$ cat config.mk
export PLATFORM = sky130hd
export DESIGN_NAME = fetch_unit_flat
export DESIGN_NICKNAME = d
export VERILOG_FILES = /design/src/rtl/tiny16_pkg.sv /design/src/rtl/fetch_unit_if.sv /design/src/rtl/fetch_unit_pc_reg.sv /design/src/rtl/fetch_unit.sv /design/src/flat_wrapper.sv
export SDC_FILE = /design/constraint.sdc
export NUM_CORES = 1
export LEC_CHECK = 0
export ABC_AREA = 1
export BUFFER_PORTS_ARGS = -buffer_cell sky130_fd_sc_hd__buf_4
export CORE_MARGIN = 10
export CORE_UTILIZATION = 52
export CTS_CLUSTER_DIAMETER = 50
export CTS_CLUSTER_SIZE = 24
export DETAILED_ROUTE_END_ITERATION = 10
export PLACE_DENSITY = 0.85
export SLEW_MARGIN = 20
export SYNTH_ARGS = -nofsm -noshare
export SYNTH_HDL_FRONTEND = slang
export SYNTH_HIERARCHICAL = 1
export SYNTH_SLANG_ARGS = --single-unit
$ cat constraint.sdc
create_clock -name clk -period 3.8 [get_ports clk]
set_input_delay 0.19 -clock clk [delete_from_list [all_inputs] [get_ports clk]]
set_output_delay 0.19 -clock clk [all_outputs]
set_load 0.02 [all_outputs]
$ cat src/rtl/tiny16_pkg.sv
// Shared types and constants for the tiny16 fetch stage.
package tiny16_pkg;
   localparam int WORD_W = 16;
   localparam logic [WORD_W-1:0] RESET_PC_DEFAULT = 16'h0000;

   typedef enum logic [1:0] {
      ADDR  = 2'd0,
      READ  = 2'd1,
      LATCH = 2'd2,
      HOLD  = 2'd3
   } fetch_state_t;
endpackage

$ cat src/rtl/fetch_unit_if.sv
// Memory-port, control and decode-handshake signals of the fetch stage.
interface fetch_unit_if;
   import tiny16_pkg::*;

   logic              bus_gnt;
   logic              bus_req;
   logic              mem_addr_en;
   logic [WORD_W-1:0] mem_addr;
   logic              mem_out_en;
   logic [WORD_W-1:0] mem_out;
   logic              pc_load;
   logic [WORD_W-1:0] pc_in;
   logic              halt;
   logic [WORD_W-1:0] ir;
   logic [WORD_W-1:0] ir_pc;
   logic              ir_valid;
   logic              ir_ready;
   logic [WORD_W-1:0] pc;

   modport master (
      input  bus_gnt, mem_out, pc_load, pc_in, halt, ir_ready,
      output bus_req, mem_addr_en, mem_addr, mem_out_en, ir, ir_pc, ir_valid, pc
   );

   modport slave (
      output bus_gnt, mem_out, pc_load, pc_in, halt, ir_ready,
      input  bus_req, mem_addr_en, mem_addr, mem_out_en, ir, ir_pc, ir_valid, pc
   );
endinterface

$ cat src/rtl/fetch_unit_pc_reg.sv
// Program counter: sync reset, load has priority over increment.
module pc_reg
   import tiny16_pkg::*;
#(
   parameter logic [WORD_W-1:0] RESET_PC = RESET_PC_DEFAULT
) (
   input  logic              clk,
   input  logic              rst,
   input  logic              load,
   input  logic [WORD_W-1:0] load_val,
   input  logic              inc,
   output logic [WORD_W-1:0] pc
);
   logic [WORD_W-1:0] pc_d;
   logic [WORD_W-1:0] pc_q;

   // next PC: jump target beats increment; increment wraps at 16 bits
   always_comb begin
      pc_d = pc_q;
      if (load) begin
         pc_d = load_val;
      end else if (inc) begin
         pc_d = pc_q + 16'd1;
      end else begin
         pc_d = pc_q;
      end
   end

   // PC storage
   always_ff @(posedge clk) begin
      if (rst) begin
         pc_q <= RESET_PC;
      end else begin
         pc_q <= pc_d;
      end
   end

   assign pc = pc_q;
endmodule

$ cat src/rtl/fetch_unit.sv
// tiny16 instruction fetch: sequences the shared memory port, captures IR
// and hands it to decode over a valid/ready handshake.
module fetch_unit
   import tiny16_pkg::*;
#(
   parameter logic [WORD_W-1:0] RESET_PC = RESET_PC_DEFAULT
) (
   input logic          clk,
   input logic          rst,
   fetch_unit_if.master bus
);
   fetch_state_t      state_d, state_q;
   logic [WORD_W-1:0] ir_d, ir_q;
   logic [WORD_W-1:0] ir_pc_d, ir_pc_q;
   logic              ir_valid_d, ir_valid_q;
   logic              pc_ld_s, pc_inc_s;
   logic              addr_en_s, out_en_s, req_s;
   logic [WORD_W-1:0] pc_s;

   pc_reg #(.RESET_PC(RESET_PC)) u_pc_reg (
      .clk      (clk),
      .rst      (rst),
      .load     (pc_ld_s),
      .load_val (bus.pc_in),
      .inc      (pc_inc_s),
      .pc       (pc_s)
   );

   // port request follows the state alone; released in LATCH/HOLD
   always_comb begin
      req_s = 1'b0;
      case (state_q)
         ADDR:    req_s = !bus.halt;
         READ:    req_s = 1'b1;
         default: req_s = 1'b0;
      endcase
   end

   // next-state, memory enables and IR update; a jump flushes everything
   always_comb begin
      state_d    = state_q;
      ir_d       = ir_q;
      ir_pc_d    = ir_pc_q;
      ir_valid_d = ir_valid_q;
      pc_ld_s    = 1'b0;
      pc_inc_s   = 1'b0;
      addr_en_s  = 1'b0;
      out_en_s   = 1'b0;
      if (bus.pc_load) begin
         pc_ld_s    = 1'b1;
         ir_valid_d = 1'b0;
         state_d    = ADDR;
      end else begin
         case (state_q)
            ADDR: begin
               if (!bus.halt && bus.bus_gnt) begin
                  addr_en_s = 1'b1;
                  state_d   = READ;
               end else begin
                  state_d = ADDR;
               end
            end
            READ: begin
               // losing the grant here may have clobbered MAR, so re-issue
               if (bus.bus_gnt) begin
                  out_en_s = 1'b1;
                  state_d  = LATCH;
               end else begin
                  state_d = ADDR;
               end
            end
            LATCH: begin
               ir_d       = bus.mem_out;
               ir_pc_d    = pc_s;
               pc_inc_s   = 1'b1;
               ir_valid_d = 1'b1;
               state_d    = HOLD;
            end
            HOLD: begin
               if (ir_valid_q && bus.ir_ready) begin
                  ir_valid_d = 1'b0;
                  state_d    = ADDR;
               end else begin
                  state_d = HOLD;
               end
            end
            default: state_d = ADDR;
         endcase
      end
   end

   // state and instruction register
   always_ff @(posedge clk) begin
      if (rst) begin
         state_q    <= ADDR;
         ir_q       <= 16'h0000;
         ir_pc_q    <= 16'h0000;
         ir_valid_q <= 1'b0;
      end else begin
         state_q    <= state_d;
         ir_q       <= ir_d;
         ir_pc_q    <= ir_pc_d;
         ir_valid_q <= ir_valid_d;
      end
   end

   // reset silences the port even though ADDR would otherwise issue
   assign bus.mem_addr_en = addr_en_s & !rst;
   assign bus.mem_out_en  = out_en_s & !rst;
   assign bus.bus_req     = req_s & !rst;
   assign bus.mem_addr    = pc_s;
   assign bus.ir          = ir_q;
   assign bus.ir_pc       = ir_pc_q;
   assign bus.ir_valid    = ir_valid_q;
   assign bus.pc          = pc_s;
endmodule

$ cat src/flat_wrapper.sv
// flat-port wrapper written by rule: the top's interface ports become plain ports
module fetch_unit_flat import tiny16_pkg::*;
#(
   parameter logic [WORD_W-1:0] RESET_PC = RESET_PC_DEFAULT
)
  (clk, rst, bus_bus_gnt, bus_mem_out, bus_pc_load, bus_pc_in, bus_halt, bus_ir_ready, bus_bus_req, bus_mem_addr_en, bus_mem_addr, bus_mem_out_en, bus_ir, bus_ir_pc, bus_ir_valid, bus_pc);
  fetch_unit_if bus_i ();
  input logic clk;
  input logic rst;
  input wire logic [$bits(bus_i.bus_gnt)-1:0] bus_bus_gnt;
  input wire logic [$bits(bus_i.mem_out)-1:0] bus_mem_out;
  input wire logic [$bits(bus_i.pc_load)-1:0] bus_pc_load;
  input wire logic [$bits(bus_i.pc_in)-1:0] bus_pc_in;
  input wire logic [$bits(bus_i.halt)-1:0] bus_halt;
  input wire logic [$bits(bus_i.ir_ready)-1:0] bus_ir_ready;
  output wire logic [$bits(bus_i.bus_req)-1:0] bus_bus_req;
  output wire logic [$bits(bus_i.mem_addr_en)-1:0] bus_mem_addr_en;
  output wire logic [$bits(bus_i.mem_addr)-1:0] bus_mem_addr;
  output wire logic [$bits(bus_i.mem_out_en)-1:0] bus_mem_out_en;
  output wire logic [$bits(bus_i.ir)-1:0] bus_ir;
  output wire logic [$bits(bus_i.ir_pc)-1:0] bus_ir_pc;
  output wire logic [$bits(bus_i.ir_valid)-1:0] bus_ir_valid;
  output wire logic [$bits(bus_i.pc)-1:0] bus_pc;
  assign bus_i.bus_gnt = bus_bus_gnt;
  assign bus_i.mem_out = bus_mem_out;
  assign bus_i.pc_load = bus_pc_load;
  assign bus_i.pc_in = bus_pc_in;
  assign bus_i.halt = bus_halt;
  assign bus_i.ir_ready = bus_ir_ready;
  assign bus_bus_req = bus_i.bus_req;
  assign bus_mem_addr_en = bus_i.mem_addr_en;
  assign bus_mem_addr = bus_i.mem_addr;
  assign bus_mem_out_en = bus_i.mem_out_en;
  assign bus_ir = bus_i.ir;
  assign bus_ir_pc = bus_i.ir_pc;
  assign bus_ir_valid = bus_i.ir_valid;
  assign bus_pc = bus_i.pc;
  fetch_unit #(.RESET_PC(RESET_PC)) u_core (.clk(clk), .rst(rst), .bus(bus_i));
endmodule
### After elaboration in Yosys (flattened, before gate mapping)

Index checks and enable logic that the tools add are counted.

| word-level totals | value |
|---|---|
| output and inout bits | 68 |
| bits of input ports | 38 |
| logic and storage cells | 42 |
| bits in registers | 51 |

| cells by class | value |
|---|---|
| $add $sub $neg | 1 |
| equal/unequal tests | 4 |
| mux-type cells | 18 |
| bitwise operators | 4 |
| reductions and logical operators | 10 |

Operator list:

| cell | number |
|---|---|
| 2-to-1 mux 16 bit | 2 |
| adder 16 x 1 -> 16 bit (second input constant) | 1 |
| 2-to-1 mux 1 bit | 11 |
| case mux 2 bit (4 select lines) | 1 |
| equality test 2 bit (second input constant) | 2 |
| 2-to-1 mux 2 bit | 2 |
| case mux 1 bit (2 select lines) | 2 |
| AND reduction 2 bit | 2 |
| nonzero test 2 bit | 2 |
| bitwise AND 1 bit | 3 |
| equality test 2 x 1 -> 1 bit (second input constant) | 1 |
| logical AND 1 bit | 2 |
| zero test 1 bit | 2 |
| zero test 2 bit | 1 |
| inequality test 2 x 1 -> 1 bit (second input constant) | 1 |
| OR reduction 2 bit | 1 |
| NOT 1 bit | 1 |

### Logic depth before layout (Yosys ltp)

Gate-level depths: netlist (run 1).

| logic depth | value |
|---|---|
| depth in word-level cells | 6 |
| gate-level depth with buffers | 11 |
| depth with buffers taken out | 9 |

### Hierarchy

The synthesis (run 1) kept the hierarchy.

Modules (own cells, without submodules):

| module | cells an instance | seq. area each (um^2) | area each (um^2) | instances |
|---|---|---|---|---|
| fetch_unit | 243 | 700.7 | 1585.3 | 1 |
| pc_reg | 148 | 320.3 | 1011.0 | 1 |

### Least setup slack after synthesis (run 1)

OpenSTA, ideal clock, no wires.

| path | value |
|---|---|
| path kind | register to register |
| start | reg u_core.state_q[0] |
| end | reg u_core.u_pc_reg.pc_q[7] (netlist: u_core/u_pc_reg/pc[7]) |
| stages on the path, launching flop included | 10 |
| arrival | 1.445 ns |
| clock period less this slack | 1.515 ns |
| library setup time | 0.070 ns |
| setup slack | 2.285 ns |
| required time | 3.730 ns |
| path buffers | 3 |
| path through | dfxtp_1 inv_1 nand3_2 buf_6 buf_2 inv_1 nor2_1 buf_2 a22oi_1 a21oi_1 |

| on the way | value |
|---|---|
| cells in the longest elaborated chain, start to end | 4 |

RTL lines:

| what | RTL line | source |
|---|---|---|
| start, declared | fetch_unit.sv:12 | `fetch_state_t state_d, state_q;` |
| start signal, assigned | fetch_unit.sv:100 | `state_q <= state_d;` |
| equality test 2 bit | fetch_unit.sv:54 | `case (state_q)` |
| 2-to-1 mux 1 bit | fetch_unit.sv:54 |  |
| 2-to-1 mux 1 bit | fetch_unit.sv:49 | `if (bus.pc_load) begin` |
| named net u_core.pc_inc_s | fetch_unit.sv:16 | `logic pc_ld_s, pc_inc_s;` |
| nonzero test 2 bit (no line) | -- |  |
| end signal, assigned | fetch_unit_pc_reg.sv:34 | `pc_q <= pc_d;` |
| end, declared | fetch_unit_pc_reg.sv:15 | `logic [WORD_W-1:0] pc_q;` |

The timed path passes the listed nets, and every way through them passes these cells.
A chain may end at the register's enable or synchronous reset.

### Worst setup path after layout (run 1)

| path | value |
|---|---|
| start | in rst |
| end | out bus_mem_out_en |

| on the way | value |
|---|---|
| cells in the longest elaborated chain, start to end | 2 |

RTL lines:

| what | RTL line | source |
|---|---|---|
| start, declared | flat_wrapper.sv:9 | `input logic rst;` |
| zero test 1 bit | fetch_unit.sv:109 | `assign bus.mem_out_en = out_en_s & !rst;` |
| bitwise AND 1 bit | fetch_unit.sv:109 |  |
| end, declared | flat_wrapper.sv:19 | `output wire logic [$bits(bus_i.mem_out_en)-1:0] bus_mem_out_en;` |

No other way between the ends.

==> metrics.md, run 1 <==
| Metric | Value |
|---|---|
| Status | completed |
| PwrDens | ~320 nW/um^2 |
| Die ar. | 8220 sq um |
| Setup Buffers After CTS | 0 |
| HP Class | input port to flip-flop |
| Die Height | about 90 um |
| Diode count | 0 |
| Initial antenna violation count | 0 |
| CP Cell Sequence | buf_4, inv_1, nand2_1, nor2_1, buf_4 |
| Pint | slightly above 0.0008 W |
| Top-area cell type share of the netlist area | roughly two fifths |
| # fillers | around 430 |
| Final setup viols | 0 |
| CTS sink count | a little over 50 |
| Design Power | 0.00107 W |
| Final Max Tran Viols | 0 |
| Slowest cell on crit path | inv_1 |
| Largest net degree at the start of global routing | between 60 and 70 |
| CP peak stage delay | 0.73 ns |
| Cell taking the most area after synthesis | dfxtp_1 |
| Crit share post-route | 49.6% |
| Max-slew headroom | 34.0% |
| Syn Std Cell Area | about 2600 sq um |
| Root buf cell | clkbuf_8 |
| Minimum clock period | around 1.9 ns |
| Setup Slack @ Placement | 1.88 ns |
| R2R Path Start | u_core/state_q[0]$_SDFF_PP0_ |
| Slew @ Worst Pin | 0.989 ns |
| CTS tree | built |
| Gp weighted congestion | between 0.9 and 1 |
| Post-DP HPWL | 5320 um |
| Row cnt | 25 |
| Die X | just over 90 um |
| Final Hold Viols | 0 |
| Avg Synthesized Cell Area | 6.64 sq um |
| Syn. warnings | 6 |
| Yosys reg bits | just over 50 |
| WL per Instance | 13.1 um |
| Via count | between 2k and 3k |
| Clk pin slew, worst setup/hold paths | 0.09 ns |
| R2r setup slk | ~2 ns |
| Post-route ant nets | 0 |
| Vias in the first global route | ~2.4k |
| Resize count post-CTS | 0 |
| Layout cells sized above 1 | 26.6% |
| Critical Path Fanout Max | 33 |
| Top achievable clock speed | around 530 MHz |
| Initial Utilization | between 50 and 60% |
| Core footprint | between 4000 and 5000 sq um |
| Yosys cell types | 25 |
| Peak supply drop | between 150 and 200 uV |
| Num ports | 106 |
| Total CTS buffers | 5 |
| CP arrival | around 1.7 ns |
| Critical Path RT | between 3 and 4 ns |
| Max_cap viols | 0 |
| HP Start | bus_mem_out[12] |
| Clock Latency Late Sink | 0.30 ns |
| Seq pwr share | a little over half |
| R2r worst-path depth | 6 |
| CTS Hold Bufs | 0 |
| Synth Instances | between 300 and 400 |
| Clock buffer depth | 2 |
| CTS H-tree lvls | 2 |
| Final WL | slightly above 7000 um |
| P_leak | 1.81 nW |
| Switch share | 25.0% |
| Overflow after GRT | 0 |
| DRC Markers | 0 |
| Endpoint class of the critical path | output pin |
| Total track usage | between 15 and 20% |
| Unrepaired setup endpoints after global routing | false |
| Clock share of power | 33.8% |
| First-pass GRT wire length | approximately 12000 um |
| Drt first pass iters | 4 |
| Drt via density | around 4.7 |
| Nets@finish | 513 |
| Hold Path Cell Cnt | 3 |
| Final setup TNS | 0 ns |
| CP Class | input port to output pin |
| Most used cell, CP | buf_4 |
| P&R area growth vs syn | 29.9% |
| FF-to-FF End | u_core/u_pc_reg/pc[5]$_SDFFE_PP0P_ |
| Initial DRC count | ~130 |
| Clock skew | about 0.0069 ns |
| Logic pwr share | between 10% and 20% |
| P_sw | roughly 0.00027 W |
| WHS Endpoint | u_core/bus.ir[12]$_SDFFE_PP0P_ |
| Crit path launch type | input port |
| Final WS setup | approximately 1.9 ns |
| Post-synth net total | 430 |
| Sequential share of the synthesized area | between 30% and 40% |
| Largest cells by area after synthesis | dfxtp_1 39%, nand2_1 15%, nor2_1 11%, inv_1 7.5%, buf_4 4.9% |
| Port Buffers | approximately 110 |
[critical path, delay by kind of cell]
family	cells	cell delay [ns]
buf+inv	3	1.05
simple gates	2	0.44
[cells in the mapped netlist]
library cell,number
a211oi_1,1
a21oi_1,16
a22oi_1,10
a31oi_1,1
buf_2,5
buf_4,17
buf_6,3
clkbuf_1,5
dfxtp_1,51
ha_1,1
inv_1,52
nand2_1,104
nand2_2,4
nand3_1,17
nand3_2,2
nand4_1,3
nor2_1,76
nor2_2,6
nor2_4,1
o21ai_0,4
o21ai_1,1
o21bai_1,3
o21bai_2,1
xnor2_1,2
xor2_1,5
[area by class of cell]
class                           count  area (sq um)  area share (%)
Clock buffer                        6          72.6            2.15
Timing Repair Buffer              106           796            23.6
Inverter                           52           195            5.79
Sequential cell                    51          1020            30.3
Clock inverter                      1          30.0           0.890
Tap cell                           67          83.8            2.49
Multi-Input combinational cell    258          1170            34.8
[logic make-up (layout without fill, tap and decap cells)]
logic type,Yosys count,in the layout,share of synthesized area [%]
compound gates,37,37,8.77
xor+xnor,7,7,2.36
fa+ha+maj,1,1,0.482
buf+inv,82,165,15.4
flops,51,51,39.3
simple gates,213,213,33.6
[per-layer routing]
layer  track usage [%]  part of all wire (%)  routed length, um  vias up
li1                  -                     -                  -     1338
met3              6.65                   9.8                698        8
met4              5.44                  0.89                 63        0
met1              19.0                    40               2880     1114
met5                 0                     0                  0        -
met2              27.6                    49               3460      103
[stage by stage]
stage | hold slack [ns] | cells | util (%) | area (sq um)
3_3_place_gp | 0.410 | 534 | 68.3 | 3270
5_1_grt | 0.0964 | 541 | 70.5 | 3370
2_1_floorplan | 0.259 | 391 | - | 2600
4_1_cts | 0.102 | 541 | 70.5 | 3370
3_5_place_dp | 0.422 | 534 | 68.3 | 3270
6_report | 0.106 | 541 | 70.5 | 3370
[power by group through the flow]
| stage | combinational, W | clock (W) | sequential, W |
|---|---|---|---|
| global placement | 0.000140 | 0 | 0.000582 |
| global route | 0.000152 | 0.000395 | 0.000573 |
| detailed placement | 0.000142 | 0 | 0.000583 |
| floorplan | 0.0000674 | 0 | 0.000590 |
| CTS | 0.000142 | 0.000370 | 0.000570 |
| finish | 0.000141 | 0.000363 | 0.000571 |
[layout by cell type (no fill, tap or decap), drive strengths merged]
| cell type | Yosys | routed |
|---|---|---|
| a211oi | 1 | 1 |
| a21oi | 16 | 16 |
| a22oi | 10 | 10 |
| a31oi | 1 | 1 |
| buf | 25 | 106 |
| bufinv | 0 | 1 |
| clkbuf | 5 | 6 |
| dfxtp | 51 | 51 |
| ha | 1 | 1 |
| inv | 52 | 52 |
| nand2 | 108 | 108 |
| nand3 | 19 | 19 |
| nand4 | 3 | 3 |
| nor2 | 83 | 83 |
| o21ai | 5 | 5 |
| o21bai | 4 | 4 |
| xnor2 | 2 | 2 |
| xor2 | 5 | 5 |
[worst max-delay path by stage]
stage	start	to	slack, ns
finish	rst	bus_mem_out_en	1.92
global route	rst	bus_mem_out_en	1.68
CTS	rst	bus_mem_out_en	1.87
detailed placement	rst	bus_mem_out_en	1.88
global placement	rst	bus_mem_out_en	1.87
floorplan	u_core/state_q[0]$_SDFF_PP0_	u_core/u_pc_reg/pc[7]$_SDFFE_PP0P_	2.28
No activity file was read; power rests on OpenSTA's default activity.
==> run 2: changes to the inputs <==
--- a/config.mk
+++ b/config.mk
@@ -8,11 +8,11 @@
 export ABC_AREA = 1
 export BUFFER_PORTS_ARGS = -buffer_cell sky130_fd_sc_hd__buf_4
 export CORE_MARGIN = 10
-export CORE_UTILIZATION = 52
+export CORE_UTILIZATION = 43
 export CTS_CLUSTER_DIAMETER = 50
 export CTS_CLUSTER_SIZE = 24
 export DETAILED_ROUTE_END_ITERATION = 10
-export PLACE_DENSITY = 0.85
+export PLACE_DENSITY = 0.75
 export SLEW_MARGIN = 20
 export SYNTH_ARGS = -nofsm -noshare
 export SYNTH_HDL_FRONTEND = slang
==> constraint.sdc (replaced) <==
create_clock -name clk -period 1.69 [get_ports clk]
set_input_delay 0.0845 -clock clk [delete_from_list [all_inputs] [get_ports clk]]
set_output_delay 0.0845 -clock clk [all_outputs]
set_load 0.02 [all_outputs]
==> run 2 against run 1 <==
Against the previous run:
- critical path depth increased by 1
- die area up 16%
- clock-buffer cell count increased by 2
- total power increased by 120%
- global-route usage down 2.0 points
==> metrics.md, run 2 (synthesis gave the netlist of run 1 again) <==
| Metric | Value |
|---|---|
| Status | completed |
| Unrepaired setup endpoints after global routing | false |
| Nets@finish | 523 |
| Die X | between 90 and 100 um |
| Root buf cell | clkbuf_8 |
| Drt first pass iters | 4 |
| WL per Instance | approximately 13 um |
| P_leak | 1.86 nW |
| Diode count | 0 |
| Critical Path RT | between 1.5 and 2 ns |
| Final Max Tran Viols | 0 |
| Via count | 2600 |
| Vias in the first global route | 2443 |
| Resize count post-CTS | 0 |
| Setup Slack @ Placement | 0.267 ns |
| Num ports | 106 |
| Clock buffer depth | 2 |
| Final WS setup | between 0.2 and 0.25 ns |
| Top delay family on crit path | flip-flops |
| Clk pin slew, worst setup/hold paths | around 0.1 ns |
| Drt via density | 4.64 |
| Total CTS buffers | 5 |
| CTS H-tree lvls | 2 |
| Peak supply drop | approximately 350 uV |
| Overflow after GRT | 0 |
| WP buf/inv | 2 |
| Die ar. | 9550 sq um |
| Post-DP HPWL | 5520 um |
| P&R area growth vs syn | 33.3% |
| Slowest cell on crit path | dfxtp_1 |
| Most used cell, CP | inv_1 |
| Final Cell Area | 3460 sq um |
| Total track usage | between 10 and 15% |
| Clock skew | 0.0116 ns |
| Row cnt | 28 |
| Endpoint class of the critical path | flip-flop |
| Initial DRC count | 103 |
| Max-slew headroom | between 50% and 60% |
| Port Buffers | approximately 110 |
| Largest net degree at the start of global routing | between 60 and 70 |
| Gp weighted congestion | between 0.8 and 0.9 |
| Critical Path Fanout Max | 12 |
| CTS sink count | between 50 and 60 |
| Top achievable clock speed | 694 MHz |
| Final setup viols | 0 |
| Hold Slack | around 0.011 ns |
| Initial Utilization | about 44% |
| CP Cell Sequence | nand3_2, inv_1, nand2_1, inv_1, nand3_1, a21oi_1 |
| Placed cell areas | between 3000 and 4000 sq um |
| Final WL | around 7300 um |
| Initial antenna violation count | 0 |
| CP peak stage delay | 0.46 ns |
| Crit share post-route | 85.2% |
| Post-route ant nets | 0 |
| Clock Latency Late Sink | 0.30 ns |
| Final Hold Viols | 0 |
| First-pass GRT wire length | between 10000 and 15000 um |
| HP Class | input port to flip-flop |
| CTS tree | built |
| CP Class | flip-flop to flip-flop |
| Core footprint | a little under 6000 sq um |
| DRC Markers | 0 |
| Most frequent cells in the layout | 114 x buf_4, 104 x nand2_1, 76 x nor2_1 |
| Commonest non-fill, non-tap cell in the layout | buf_4 |
| Minimum clock period | around 1.4 ns |
| Crit path launch type | flip-flop |
| Die Height | 97.7 um |
| Slew @ Worst Pin | roughly 0.6 ns |
| Max_cap viols | 0 |
| R2r setup slk | about 0.25 ns |
| Final setup TNS | 0 ns |
| Layout cells sized above 1 | 27.8% |
| PwrDens | ~690 nW/um^2 |
| CP arrival | between 1.5 and 2 ns |
==> run 2: repair_timing <==
item	in CTS	in global routing
hold endpoints to repair	2	0
endpoints found under the setup margin	0	0
hold buffers	2	0
buffers inserted	0	0
==> run 2: worst register-to-register path, stage by stage (launching register included) <==
cell and delay (ns):
dfxtp_1 0.46, nand3_2 0.11, inv_1 0.14, nand2_1 0.09
inv_1 0.30, nand3_1 0.13, a21oi_1 0.16
==> run 2: metal layers <==
layer,up-vias,wire length (um),global-route usage [%]
met5,-,0,0
met2,100,3440,23.5
met1,1134,3260,18.5
met4,0,80,4.70
met3,6,566,4.27
li1,1360,-,-
==> run 2: layout make-up <==
type / instances / area, sq um
Timing Repair Buffer: 116 / 876
Inverter: 52 / 195
Fill cell: 591 / 2420
Tap cell: 75 / 93.8
Sequential cell: 51 / 1020
Multi-Input combinational cell: 258 / 1170
Clock buffer: 8 / 100
==> run 2: through the flow <==
| step | utilization (%) | instances | power, W |
|---|---|---|---|
| 5_1_grt | 58.8 | 560 | 0.00249 |
| 3_5_place_dp | 56.8 | 550 | 0.00165 |
| 2_1_floorplan | - | 391 | 0.00148 |
| 3_3_place_gp | 56.8 | 550 | 0.00165 |
| 4_1_cts | 58.8 | 560 | 0.00241 |
| 6_report | 58.8 | 560 | 0.00238 |
==> run 2: final timing paths <==
path,startpoint,to,cells after the start
setup reg to reg,u_core/state_q[1]$_SDFF_PP0_,u_core/u_pc_reg/pc[14]$_SDFFE_PP0P_,6
setup / recovery,u_core/state_q[1]$_SDFF_PP0_,u_core/u_pc_reg/pc[14]$_SDFFE_PP0P_,6
hold / removal,bus_mem_out[2],u_core/bus.ir[2]$_SDFFE_PP0P_,3
hold reg to reg,u_core/bus.ir_valid$_SDFFE_PP0P_,u_core/bus.ir_valid$_SDFFE_PP0P_,2
==> run 2: where the power goes <==
part	leakage, nW	internal, W	switching [W]
combinational	1.39	0.000167	0.000182
clock	0.0515	0.000374	0.000384
sequential	0.414	0.00123	0.0000459
==> run 3: changes to the inputs <==
--- a/config.mk
+++ b/config.mk
@@ -7,13 +7,15 @@
 export LEC_CHECK = 0
 export ABC_AREA = 1
 export BUFFER_PORTS_ARGS = -buffer_cell sky130_fd_sc_hd__buf_4
+export CORE_ASPECT_RATIO = 0.6
 export CORE_MARGIN = 10
 export CORE_UTILIZATION = 43
 export CTS_CLUSTER_DIAMETER = 50
 export CTS_CLUSTER_SIZE = 24
 export DETAILED_ROUTE_END_ITERATION = 10
 export PLACE_DENSITY = 0.75
-export SLEW_MARGIN = 20
+export RECOVER_POWER = 100
+export SLEW_MARGIN = 10
 export SYNTH_ARGS = -nofsm -noshare
 export SYNTH_HDL_FRONTEND = slang
 export SYNTH_HIERARCHICAL = 1
==> run 3 against run 2 <==
Against the previous run:
- total power fell by 2.6%
- clock-buffer cell count fell by 3
- setup slack got worse by 0.047 ns
- fmax fell by 3.1%
- sequential share of layout area rose by 1.5 points
- via count rose by 3.7%
- sequential power barely moved
- critical path depth did not move
- die area rose by 1.1%
- critical endpoint is now u_core/bus.ir[1]$_SDFFE_PP0P_
- global-route usage rose by 1.0 points
==> metrics.md, run 3 (synthesis gave the netlist of run 1 again) <==
| Metric | Value |
|---|---|
| Initial Utilization | 45.5% |
| Vias in the first global route | ~2.6k |
| P_leak | about 1.6 nW |
| Max_cap viols | 0 |
| Via count | approximately 2.7k |
| Final setup TNS | 0 ns |
| WL per Instance | roughly 14 um |
| Num ports | 106 |
| Status | completed |
| Setup Buffers After CTS | 0 |
| DRC Markers | 0 |
| Total track usage | between 10% and 20% |
| WP buf/inv | 2 |
| # fillers | roughly 590 |
| CP Cell Sequence | inv_1, nand3_2, clkbuf_4, nand2_1, nand2_1, nor2_1 |
| Peak supply drop | approximately 330 uV |
| Most frequent cells in the layout | 104 x nand2_1, 77 x nor2_1, 69 x clkbuf_1 |
| Largest net degree at the start of global routing | 65 |
| PwrDens | between 700 and 800 nW/um^2 |
| Slew @ Worst Pin | 0.659 ns |
| Total CTS buffers | 5 |
| Most used cell, CP | nand2_1 |
| Final setup viols | 0 |
| Clock Latency Late Sink | between 0.3 and 0.4 ns |
| Row cnt | 21 |
| Placed insts | ~560 |
| Drt via density | approximately 4.7 |
| CTS tree | built |
| CP peak stage delay | around 0.53 ns |
| CP arrival | 1.69 ns |
| Final Hold Viols | 0 |
| Overflow after GRT | 0 |
| Top delay family on crit path | buffers and inverters |
| CP Class | flip-flop to flip-flop |
| Clock skew | between 0.003 and 0.004 ns |
| Design Power | 0.00232 W |
| Die Height | 80.2 um |
| HP Class | input port to flip-flop |
| Critical Path Fanout Max | 64 |
| Slowest cell on crit path | clkbuf_4 |
| Max-slew headroom | 56.1% |
| Crit path launch type | flip-flop |
| Die ar. | around 9600 sq um |
| Initial DRC count | around 230 |
| Die X | ~120 um |
| Endpoint class of the critical path | flip-flop |
| Clk pin slew, worst setup/hold paths | ~0.090 ns |
| Initial antenna violation count | 0 |
| P&R area growth vs syn | 26.7% |
| Nets@finish | about 530 |
| Drt first pass iters | 5 |
| Critical Path RT | about 1.9 ns |
| Final WL | just under 8000 um |
| Final Max Tran Viols | 0 |
| Layout cells sized above 1 | 13.5% |
| Diode count | 0 |
| Port Buffers | 105 |
| Unrepaired setup endpoints after global routing | false |
| CTS sink count | just over 50 |
| Commonest non-fill, non-tap cell in the layout | nand2_1 |
| Post-route ant nets | 0 |
| CTS H-tree lvls | 2 |
| First-pass GRT wire length | 12500 um |
| Core footprint | 5700 sq um |
| Top achievable clock speed | ~670 MHz |
| Crit share post-route | about 88% |
| Post-DP HPWL | ~5700 um |
| Root buf cell | clkbuf_8 |
| Gp weighted congestion | 0.948 |
| Non-filler cells, final | ~580 |
| Minimum clock period | ~1.5 ns |
| Clock buffer depth | 2 |
==> run 3: cell count changes in the layout (fill, tap and decap cells not counted) <==
cell and change:
clkbuf_4 +1, clkbuf_8 -2, inv_6 +1, nor2_1 +1
buf_4 -69, dlygate4sd3_1 +9, nor2_2 -1, clkinv_2 +2
clkbuf_1 +68
==> run 3: path summary, 6_finish.rpt <==
path / start / to / slack (ns) / cells after the start
max reg2reg: u_core/state_q[0]$_SDFF_PP0_ / u_core/bus.ir[1]$_SDFFE_PP0P_ / 0.20 / 6
max: u_core/state_q[0]$_SDFF_PP0_ / u_core/bus.ir[1]$_SDFFE_PP0P_ / 0.20 / 6
min: bus_mem_out[14] / u_core/bus.ir[14]$_SDFFE_PP0P_ / 0.008 / 3
min reg2reg: u_core/bus.ir_valid$_SDFFE_PP0P_ / u_core/bus.ir_valid$_SDFFE_PP0P_ / 0.50 / 2
==> run 3: stage by stage <==
step | hold slack (ns) | util [%] | cell area (sq um) | setup slack (ns)
after global placement | 0.307 | 58.8 | 3350 | 0.341
after floorplan | 0.154 | - | 2600 | 0.175
after global routing | 0.00742 | 57.7 | 3290 | 0.0155
final | 0.00768 | 57.7 | 3290 | 0.203
after detailed placement | 0.312 | 58.8 | 3350 | 0.265
after CTS | 0.00629 | 62.3 | 3550 | 0.247
==> run 3: what timing repair did <==
item,4_1_cts,5_1_grt
resized for setup,0,0
hold buffers,11,0
hold endpoints to repair,11,0
==> run 3: report_power, final <==
part | leakage (nW) | switching, W | total, W | internal [W]
Sequential | 0.414 | 0.0000442 | 0.00127 | 0.00123
Combinational | 1.15 | 0.000187 | 0.000327 | 0.000140
Clock | 0.0483 | 0.000427 | 0.000720 | 0.000293
Total | 1.61 | 0.000658 | 0.00232 | 0.00166
==> run 3: cell type report <==
class / instances / area [sq um] / share of cell area (%)
inverters: 52 / 195 / 5.93
multi-input cells: 258 / 1170 / 35.6
clock inverters: 3 / 18.8 / 0.570
clock buffers: 5 / 68.8 / 2.09
flip-flops and latches: 51 / 1020 / 31.0
repair buffers: 126 / 714 / 21.7
well taps: 80 / 100 / 3.04
==> run 3: tightest hold or removal path, delay by kind of cell <==
| family | cells | cell delay (ns) |
|---|---|---|
| and+or+nand+nor | 2 | 0.12 |
| buffers and inverters | 1 | 0.07 |
==> run 3: layer usage <==
layer	track usage, %	vias up	share of wire, %
li1	-	1378	-
met2	23.4	119	42
met3	5.73	14	9.7
met5	0	-	0
met1	21.1	1185	48
met4	3.84	0	0.70
